[src/rtl/hazard1_shift_serial_if.sv]
// Request/response handshake bundle between the execute stage and the iterative shifter.
interface hazard1_shift_serial_if;
    logic        req_valid;
    logic        req_ready;
    logic [31:0] req_din;
    logic [4:0]  req_shamt;
    logic        req_right_nleft;
    logic        req_rotate;
    logic        req_arith;
    logic        kill;
    logic        resp_valid;
    logic        resp_ready;
    logic [31:0] resp_dout;

    modport master (
        output req_valid, req_din, req_shamt, req_right_nleft, req_rotate, req_arith,
        output kill, resp_ready,
        input  req_ready, resp_valid, resp_dout
    );

    modport slave (
        input  req_valid, req_din, req_shamt, req_right_nleft, req_rotate, req_arith,
        input  kill, resp_ready,
        output req_ready, resp_valid, resp_dout
    );
endinterface

[src/rtl/hazard1_shift_serial.sv]
// Iterative SLL/SRL/SRA/ROL/ROR shifter: moves at most STEP bit positions per cycle
// until the requested distance is consumed, then holds the result until taken.
module hazard1_shift_serial #(
    parameter int STEP = 1
) (
    input  logic                     clk,
    input  logic                     rst,
    hazard1_shift_serial_if.slave    bus
);
    localparam logic [4:0] STEP_W = 5'(STEP);

    typedef enum logic [1:0] {IDLE, BUSY, DONE} state_t;

    state_t      state_reg, state_next;
    logic [31:0] acc_reg;
    logic [4:0]  rem_reg;
    logic        right_nleft_reg;
    logic        rotate_reg;
    logic        sext_reg;

    logic [4:0]  step_amt;
    logic [4:0]  rem_after;
    logic [31:0] shift_res;
    logic [31:0] shifted [1:STEP];

    assign step_amt  = (rem_reg < STEP_W) ? rem_reg : STEP_W;
    assign rem_after = rem_reg - step_amt;

    // One candidate per possible per-cycle distance; rotates recycle the bits pushed out.
    generate
        for (genvar gi = 1; gi <= STEP; gi++) begin : g_stage
            logic [gi-1:0] fill_right;
            logic [gi-1:0] fill_left;
            assign fill_right = rotate_reg ? acc_reg[gi-1:0] : {gi{sext_reg}};
            assign fill_left  = rotate_reg ? acc_reg[31:32-gi] : '0;
            assign shifted[gi] = right_nleft_reg ? {fill_right, acc_reg[31:gi]}
                                                 : {acc_reg[31-gi:0], fill_left};
        end
    endgenerate

    always_comb begin
        shift_res = acc_reg;
        for (int k = 1; k <= STEP; k++) begin
            if (step_amt == 5'(k)) begin
                shift_res = shifted[k];
            end
        end
    end

    always_ff @(posedge clk or posedge rst) begin
        if (rst) begin
            state_reg <= IDLE;
        end else begin
            state_reg <= state_next;
        end
    end

    always_comb begin
        state_next = state_reg;
        if (bus.kill) begin
            state_next = IDLE;
        end else begin
            case (state_reg)
                IDLE: if (bus.req_valid) state_next = (bus.req_shamt != 5'd0) ? BUSY : DONE;
                BUSY: if (rem_after == 5'd0) state_next = DONE;
                DONE: if (bus.resp_ready) state_next = IDLE;
                default: state_next = IDLE;
            endcase
        end
    end

    // Datapath holds its value on kill so a flushed result is simply never presented.
    always_ff @(posedge clk or posedge rst) begin
        if (rst) begin
            acc_reg         <= '0;
            rem_reg         <= '0;
            right_nleft_reg <= 1'b0;
            rotate_reg      <= 1'b0;
            sext_reg        <= 1'b0;
        end else if (!bus.kill) begin
            if (state_reg == IDLE && bus.req_valid) begin
                acc_reg         <= bus.req_din;
                rem_reg         <= bus.req_shamt;
                right_nleft_reg <= bus.req_right_nleft;
                rotate_reg      <= bus.req_rotate;
                sext_reg        <= bus.req_arith && !bus.req_rotate && bus.req_right_nleft
                                   && bus.req_din[31];
            end else if (state_reg == BUSY) begin
                acc_reg <= shift_res;
                rem_reg <= rem_after;
            end
        end
    end

    assign bus.req_ready  = (state_reg == IDLE);
    assign bus.resp_valid = (state_reg == DONE);
    assign bus.resp_dout  = acc_reg;
endmodule

[src/flat_wrapper.sv]
// flat-port wrapper written by rule: the top's interface ports become plain ports
module hazard1_shift_serial_flat 
#(
    parameter int STEP = 1
)
  (clk, rst, bus_req_valid, bus_req_din, bus_req_shamt, bus_req_right_nleft, bus_req_rotate, bus_req_arith, bus_kill, bus_resp_ready, bus_req_ready, bus_resp_valid, bus_resp_dout);
  hazard1_shift_serial_if bus_i ();
  input  logic clk;
  input  logic rst;
  input wire logic [$bits(bus_i.req_valid)-1:0] bus_req_valid;
  input wire logic [$bits(bus_i.req_din)-1:0] bus_req_din;
  input wire logic [$bits(bus_i.req_shamt)-1:0] bus_req_shamt;
  input wire logic [$bits(bus_i.req_right_nleft)-1:0] bus_req_right_nleft;
  input wire logic [$bits(bus_i.req_rotate)-1:0] bus_req_rotate;
  input wire logic [$bits(bus_i.req_arith)-1:0] bus_req_arith;
  input wire logic [$bits(bus_i.kill)-1:0] bus_kill;
  input wire logic [$bits(bus_i.resp_ready)-1:0] bus_resp_ready;
  output wire logic [$bits(bus_i.req_ready)-1:0] bus_req_ready;
  output wire logic [$bits(bus_i.resp_valid)-1:0] bus_resp_valid;
  output wire logic [$bits(bus_i.resp_dout)-1:0] bus_resp_dout;
  assign bus_i.req_valid = bus_req_valid;
  assign bus_i.req_din = bus_req_din;
  assign bus_i.req_shamt = bus_req_shamt;
  assign bus_i.req_right_nleft = bus_req_right_nleft;
  assign bus_i.req_rotate = bus_req_rotate;
  assign bus_i.req_arith = bus_req_arith;
  assign bus_i.kill = bus_kill;
  assign bus_i.resp_ready = bus_resp_ready;
  assign bus_req_ready = bus_i.req_ready;
  assign bus_resp_valid = bus_i.resp_valid;
  assign bus_resp_dout = bus_i.resp_dout;
  hazard1_shift_serial #(.STEP(STEP)) u_core (.clk(clk), .rst(rst), .bus(bus_i));
endmodule
[config.mk]
export PLATFORM = sky130hd
export DESIGN_NAME = hazard1_shift_serial_flat
export DESIGN_NICKNAME = d
export VERILOG_FILES = /design/src/rtl/hazard1_shift_serial_if.sv /design/src/rtl/hazard1_shift_serial.sv /design/src/flat_wrapper.sv
export SDC_FILE = /design/constraint.sdc
export NUM_CORES = 1
export LEC_CHECK = 0
export ABC_AREA = 1
export ABC_CLOCK_PERIOD_IN_PS = 3200
export BUFFER_PORTS_ARGS = -buffer_cell sky130_fd_sc_hd__buf_2
export CORE_ASPECT_RATIO = 1.1
export CORE_MARGIN = 5
export CORE_UTILIZATION = 56
export CTS_CLUSTER_DIAMETER = 100
export DETAILED_ROUTE_END_ITERATION = 12
export GPL_TIMING_DRIVEN = 0
export PLACE_DENSITY = 0.86
export SLEW_MARGIN = 20
export SYNTH_ARGS = -nofsm -noshare
export SYNTH_HDL_FRONTEND = slang
export SYNTH_SLANG_ARGS = --single-unit
[constraint.sdc]
create_clock -name clk -period 3.2 [get_ports clk]
set_input_delay 0.64 -clock clk [delete_from_list [all_inputs] [get_ports clk]]
set_output_delay 0.64 -clock clk [all_outputs]
set_load 0.01 [all_outputs]
Word-level counts from Yosys, hierarchy flattened
Index checks and enable logic that the tools add are counted.
{"block": "classes", "addsub": 1, "n_lt_le_gt_ge": 1, "n_eq_ne": 6, "mux": 15, "bitwise_logic": 1, "n_reduce_logical": 14}
{"operator": "two-way mux 32 bit", "count": 4}
{"operator": "two-way mux 5 bit", "count": 3}
{"operator": "two-way mux 2 bit", "count": 5}
{"operator": "inequality test 3 bit (second input constant)", "count": 2}
{"operator": "one-hot mux 2 bit (3 select lines)", "count": 1}
{"operator": "AND reduction 3 bit", "count": 2}
{"operator": "== test 5 x 1 -> 1 bit (second input constant)", "count": 1}
{"operator": "zero test 5 bit", "count": 1}
{"operator": "less-than comparator 5 x 1 -> 1 bit (second input constant)", "count": 1}
{"operator": "nonzero test 5 bit", "count": 1}
{"operator": "subtractor 5 bit", "count": 1}
{"operator": "logical AND 1 bit", "count": 4}
{"operator": "AND reduction 2 bit", "count": 2}
{"operator": "nonzero test 2 bit", "count": 2}
{"operator": "inequality test 3 x 2 -> 1 bit (second input constant)", "count": 1}
{"operator": "== test 2 x 1 -> 1 bit (second input constant)", "count": 1}
{"operator": "== test 2 bit (second input constant)", "count": 1}
{"operator": "zero test 2 bit", "count": 1}
{"operator": "two-way mux 1 bit", "count": 2}
{"operator": "zero test 1 bit", "count": 1}
{"operator": "inverter 1 bit", "count": 1}
{"block": "word_totals", "ff_bits": 42, "output_inout_bits": 34, "wordCells": 44}

Longest topological paths before layout
{"block": "logic_depth", "word_depth": 7, "depth_mapped": 11, "depth_no_buf": 11}

Worst setup path before layout
No wires, ideal clock.
{"block": "synth_path", "kind": "input-to-reg", "from": "input bus_kill", "to": "register u_core.acc_reg[25], in the netlist u_core.bus.resp_dout[25]", "setup_ns": 0.122, "t_arrival_ns": 1.508, "required_ns": 3.078, "slack_ns": 1.570, "path_stages": 5, "n_path_buf": 1, "cell_sequence": "nor2_1 > o21ai_1 > a21oi_4 > clkbuf_8 > a21oi_1"}
{"block": "synth_via", "elab_chain_cells": 2}
{"item": "from (decl)", "line_no": "flat_wrapper.sv:16", "source": "input wire logic [$bits(bus_i.kill)-1:0] bus_kill;"}
{"item": "inverter 1 bit (no source line)"}
{"item": "AND reduction 3 bit (no source line)"}
{"item": "to (signal assigned)", "line_no": "hazard1_shift_serial.sv:82", "source": "acc_reg <= bus.req_din;"}
{"item": "to (signal assigned)", "line_no": "hazard1_shift_serial.sv:89", "source": "acc_reg <= shift_res;"}
{"item": "to (decl)", "line_no": "hazard1_shift_serial.sv:15", "source": "logic [31:0] acc_reg;"}
Every way passes these cells.
A chain may end at the register's enable or synchronous reset.

Worst setup path in the final report
{"block": "layout_path", "from": "register u_core.state_reg[0]", "to": "output bus_resp_valid"}
{"block": "layout_via", "elab_chain_cells": 1}
{"item": "from (decl)", "line_no": "hazard1_shift_serial.sv:14", "source": "state_t state_reg, state_next;"}
{"item": "from (signal assigned)", "line_no": "hazard1_shift_serial.sv:54", "source": "state_reg <= state_next;"}
{"item": "== test 2 bit", "line_no": "hazard1_shift_serial.sv:96", "source": "assign bus.resp_valid = (state_reg == DONE);"}
{"item": "to (decl)", "line_no": "flat_wrapper.sv:19", "source": "output wire logic [$bits(bus_i.resp_valid)-1:0] bus_resp_valid;"}
Every way passes these cells.

==> flow_metrics.env <==
export IMPL_rr_endpoint="u_core.state_reg[0]$_DFFE_PP0P_"
export IMPL_regToRegSetupSlack_ns=1.49
export IMPL_dieHeight_microns=81.6
export IMPL_routed_wl_microns=6600
export IMPL_postPlaceCellArea_sq_mm=0.00310
export IMPL_relSlewSlack_pct=64.2
export IMPL_worstPathMaxFanout=5
export IMPL_via_count=2586
export IMPL_syn_inst=334
export IMPL_core_sq_mm=0.00459
export IMPL_synth_area_leaders="dfrtp_1 40%, nand2_1 11%, nor2_1 11%"
export IMPL_dieArea_sq_mm=0.00612
export IMPL_io_buffer_count=78
export IMPL_drc=0
export IMPL_reg2regPathDepth=10
export IMPL_period_needed_ns=1.73
export IMPL_gr_usage_all_layers_pct=22.7
export IMPL_yosys_warnings=0
export IMPL_grt_pass1_vias=2420
export IMPL_tightestPinTransition_ns=0.533
export IMPL_area_growth_pct=22.2
export IMPL_drv_cap=0
export IMPL_fin_area_sq_mm=0.00319
export IMPL_start_util_pct=56.8
export IMPL_cts_buffers=5
export IMPL_leakage_nw=1.55
export IMPL_nNetsFinal=466
export IMPL_critPathLaunchType="flop"
export IMPL_antenna_found_initial=0
export IMPL_hold_violations=0
export IMPL_grt_first_pass_wirelength_microns=10800
export IMPL_min_path_type="primary input to async pin"
export IMPL_synth_fp_nets=380
export IMPL_critPathKind="flop to output port"
export IMPL_power_density_mw_per_mm2=1060
export IMPL_vias_per_cell=5.42
export IMPL_drive_gt1_share_pct=39.0
export IMPL_drtAntennaViolNets=0
export IMPL_r2r_start="u_core.rem_reg[4]$_DFFE_PP0P_"
export IMPL_cp_required_ns=2.56
export IMPL_core_rowCount=26
export IMPL_cts_root_buf="clkbuf_8"
export IMPL_ys_seq_area_share_pct=40.3
export IMPL_synth_seq_cells=42
export IMPL_grt_max_degree=23
export IMPL_peakVddDrop_mv=0.513
export IMPL_cp_end_kind="output port"
export IMPL_ys_types=28
export IMPL_fmax_mhz=577
export IMPL_slew_viol_final=0
export IMPL_grt_ovfl_total=0
export IMPL_setup_tns_ns=0
export IMPL_fin_util_pct=69.5
export IMPL_wire_per_inst_microns=13.8
export IMPL_hpwl_microns=5160
export IMPL_die_width_microns=75.1
export IMPL_cts_tree="done"
export IMPL_clock_skew_ns=0.00751
export IMPL_outcome="finished clean"
export IMPL_dp_cells=469
export IMPL_grt_setup_unrepaired="false"
export IMPL_fin_crit_sh_pct=54.2
export IMPL_final_cells=477
export IMPL_yosysTopAreaCell="dfrtp_1"
export IMPL_largest_reg_flops=32
export IMPL_avgSynthCellArea_sq_um=7.81
export IMPL_cts_htree_levels=2
export IMPL_clock_latency_ns=0.29
export IMPL_synth_area_sq_mm=0.00261
export IMPL_cts_hold_buf=0
export IMPL_clk_pin_slew_ns=0.08
export IMPL_clock_sinks=42
export IMPL_setup_viol=0
export IMPL_drt_iter0_drc=153
export IMPL_cts_repair_resized=0
export IMPL_clk_path_buf_depth=2
export IMPL_diodes=0
export IMPL_ios=79
export IMPL_post_cts_buffers=0
export IMPL_drtPass1Iterations=4
export IMPL_synth_top_area_share_pct=40.3
export IMPL_cp_arrival_ns=1.09
export IMPL_place_congestion=0.873
## synth_stat cells
library cell / n
buf_2: 6
buf_6: 5
clkbuf_8: 2
dfrtp_1: 42
inv_1: 16
ha_1: 1
o22ai_1: 2
a21oi_2: 27
nor2_2: 2
a21boi_0: 1
nand3_1: 8
nor2_1: 76
a21oi_1: 11
a31o_2: 30
o21ai_0: 10
nor3_1: 1
o31ai_1: 1
clkbuf_1: 6
mux2_2: 1
nand2_2: 1
buf_4: 1
o211ai_1: 1
nand2_1: 77
nand4_1: 2
a21oi_4: 1
a31oi_1: 1
nor2_4: 1
o21ai_1: 1
## worst max path at each step
stage | from | end | cells past startpoint
floorplan | bus_kill | u_core.bus.resp_dout[25]$_DFFE_PP0P_ | 5
global placement | rst | u_core.bus.resp_dout[3]$_DFFE_PP0P_ | 2
detailed placement | bus_kill | u_core.bus.resp_dout[26]$_DFFE_PP0P_ | 6
CTS | u_core.state_reg[0]$_DFFE_PP0P_ | bus_resp_valid | 2
global route | u_core.rem_reg[4]$_DFFE_PP0P_ | u_core.state_reg[1]$_DFFE_PP0P_ | 11
finish | u_core.state_reg[0]$_DFFE_PP0P_ | bus_resp_valid | 2
## power breakdown
part           internal [mW]  total (mW)  switching, mW
registers              0.780        1.03          0.248
clock network          0.174       0.352          0.178
logic                  0.867        1.98           1.12
total                   1.82        3.36           1.54
## cell type report
cell class	instances	area, sq um
clock inverters	1	5.00
plain buffers	20	144
fillers	383	1400
flip-flops and latches	42	1050
well taps	56	70.1
repair buffers	79	418
multi-input cells	256	1350
inverters	16	60.1
clock buffers	7	86.3
## through the flow
step	power, mW	setup WS [ns]	hold WS [ns]
CTS	3.38	1.46	0.386
global route	3.65	1.30	0.411
detailed placement	3.02	1.25	0.509
global placement	2.94	0.989	0.467
floorplan	2.47	1.57	0.444
finish	3.36	1.47	0.374
## routing by layer
layer	global-route usage [%]	routed length [microns]	vias to the layer above
li1	-	-	1284
met1	28.6	2790	1220
met2	39.2	3340	77
met3	3.43	415	5
met4	8.01	52	0
met5	0	0	-
## critical path, cell delays in order, from the launching register on
cell and delay, ns:
dfrtp_1 0.45, nor2_1 0.20, buf_2 0.16
## cells in the final DEF, fill, tap and decap left out, drive strengths merged
cell and count:
ha 1, o211ai 1, o22ai 2, buf 91
nor2 79, mux2 1, o31ai 1, dfrtp 42
nand4 2, clkbuf 15, nand2 78, a31oi 1
a31o 30, a21boi 1, inv 16, clkinv 1
o21ai 11, nand3 8, nor3 1, a21oi 39
## cell families after synthesis
kind of cell | share of synthesized area [%]
AO/OA/AOI/OAI | 25.6
adder cells (fa/ha/maj) | 0.480
flip-flops | 40.3
AND/OR/NAND/NOR | 25.4
multiplexers | 0.432
buffers and inverters | 7.82
No activity file was read; power rests on OpenSTA's default activity.
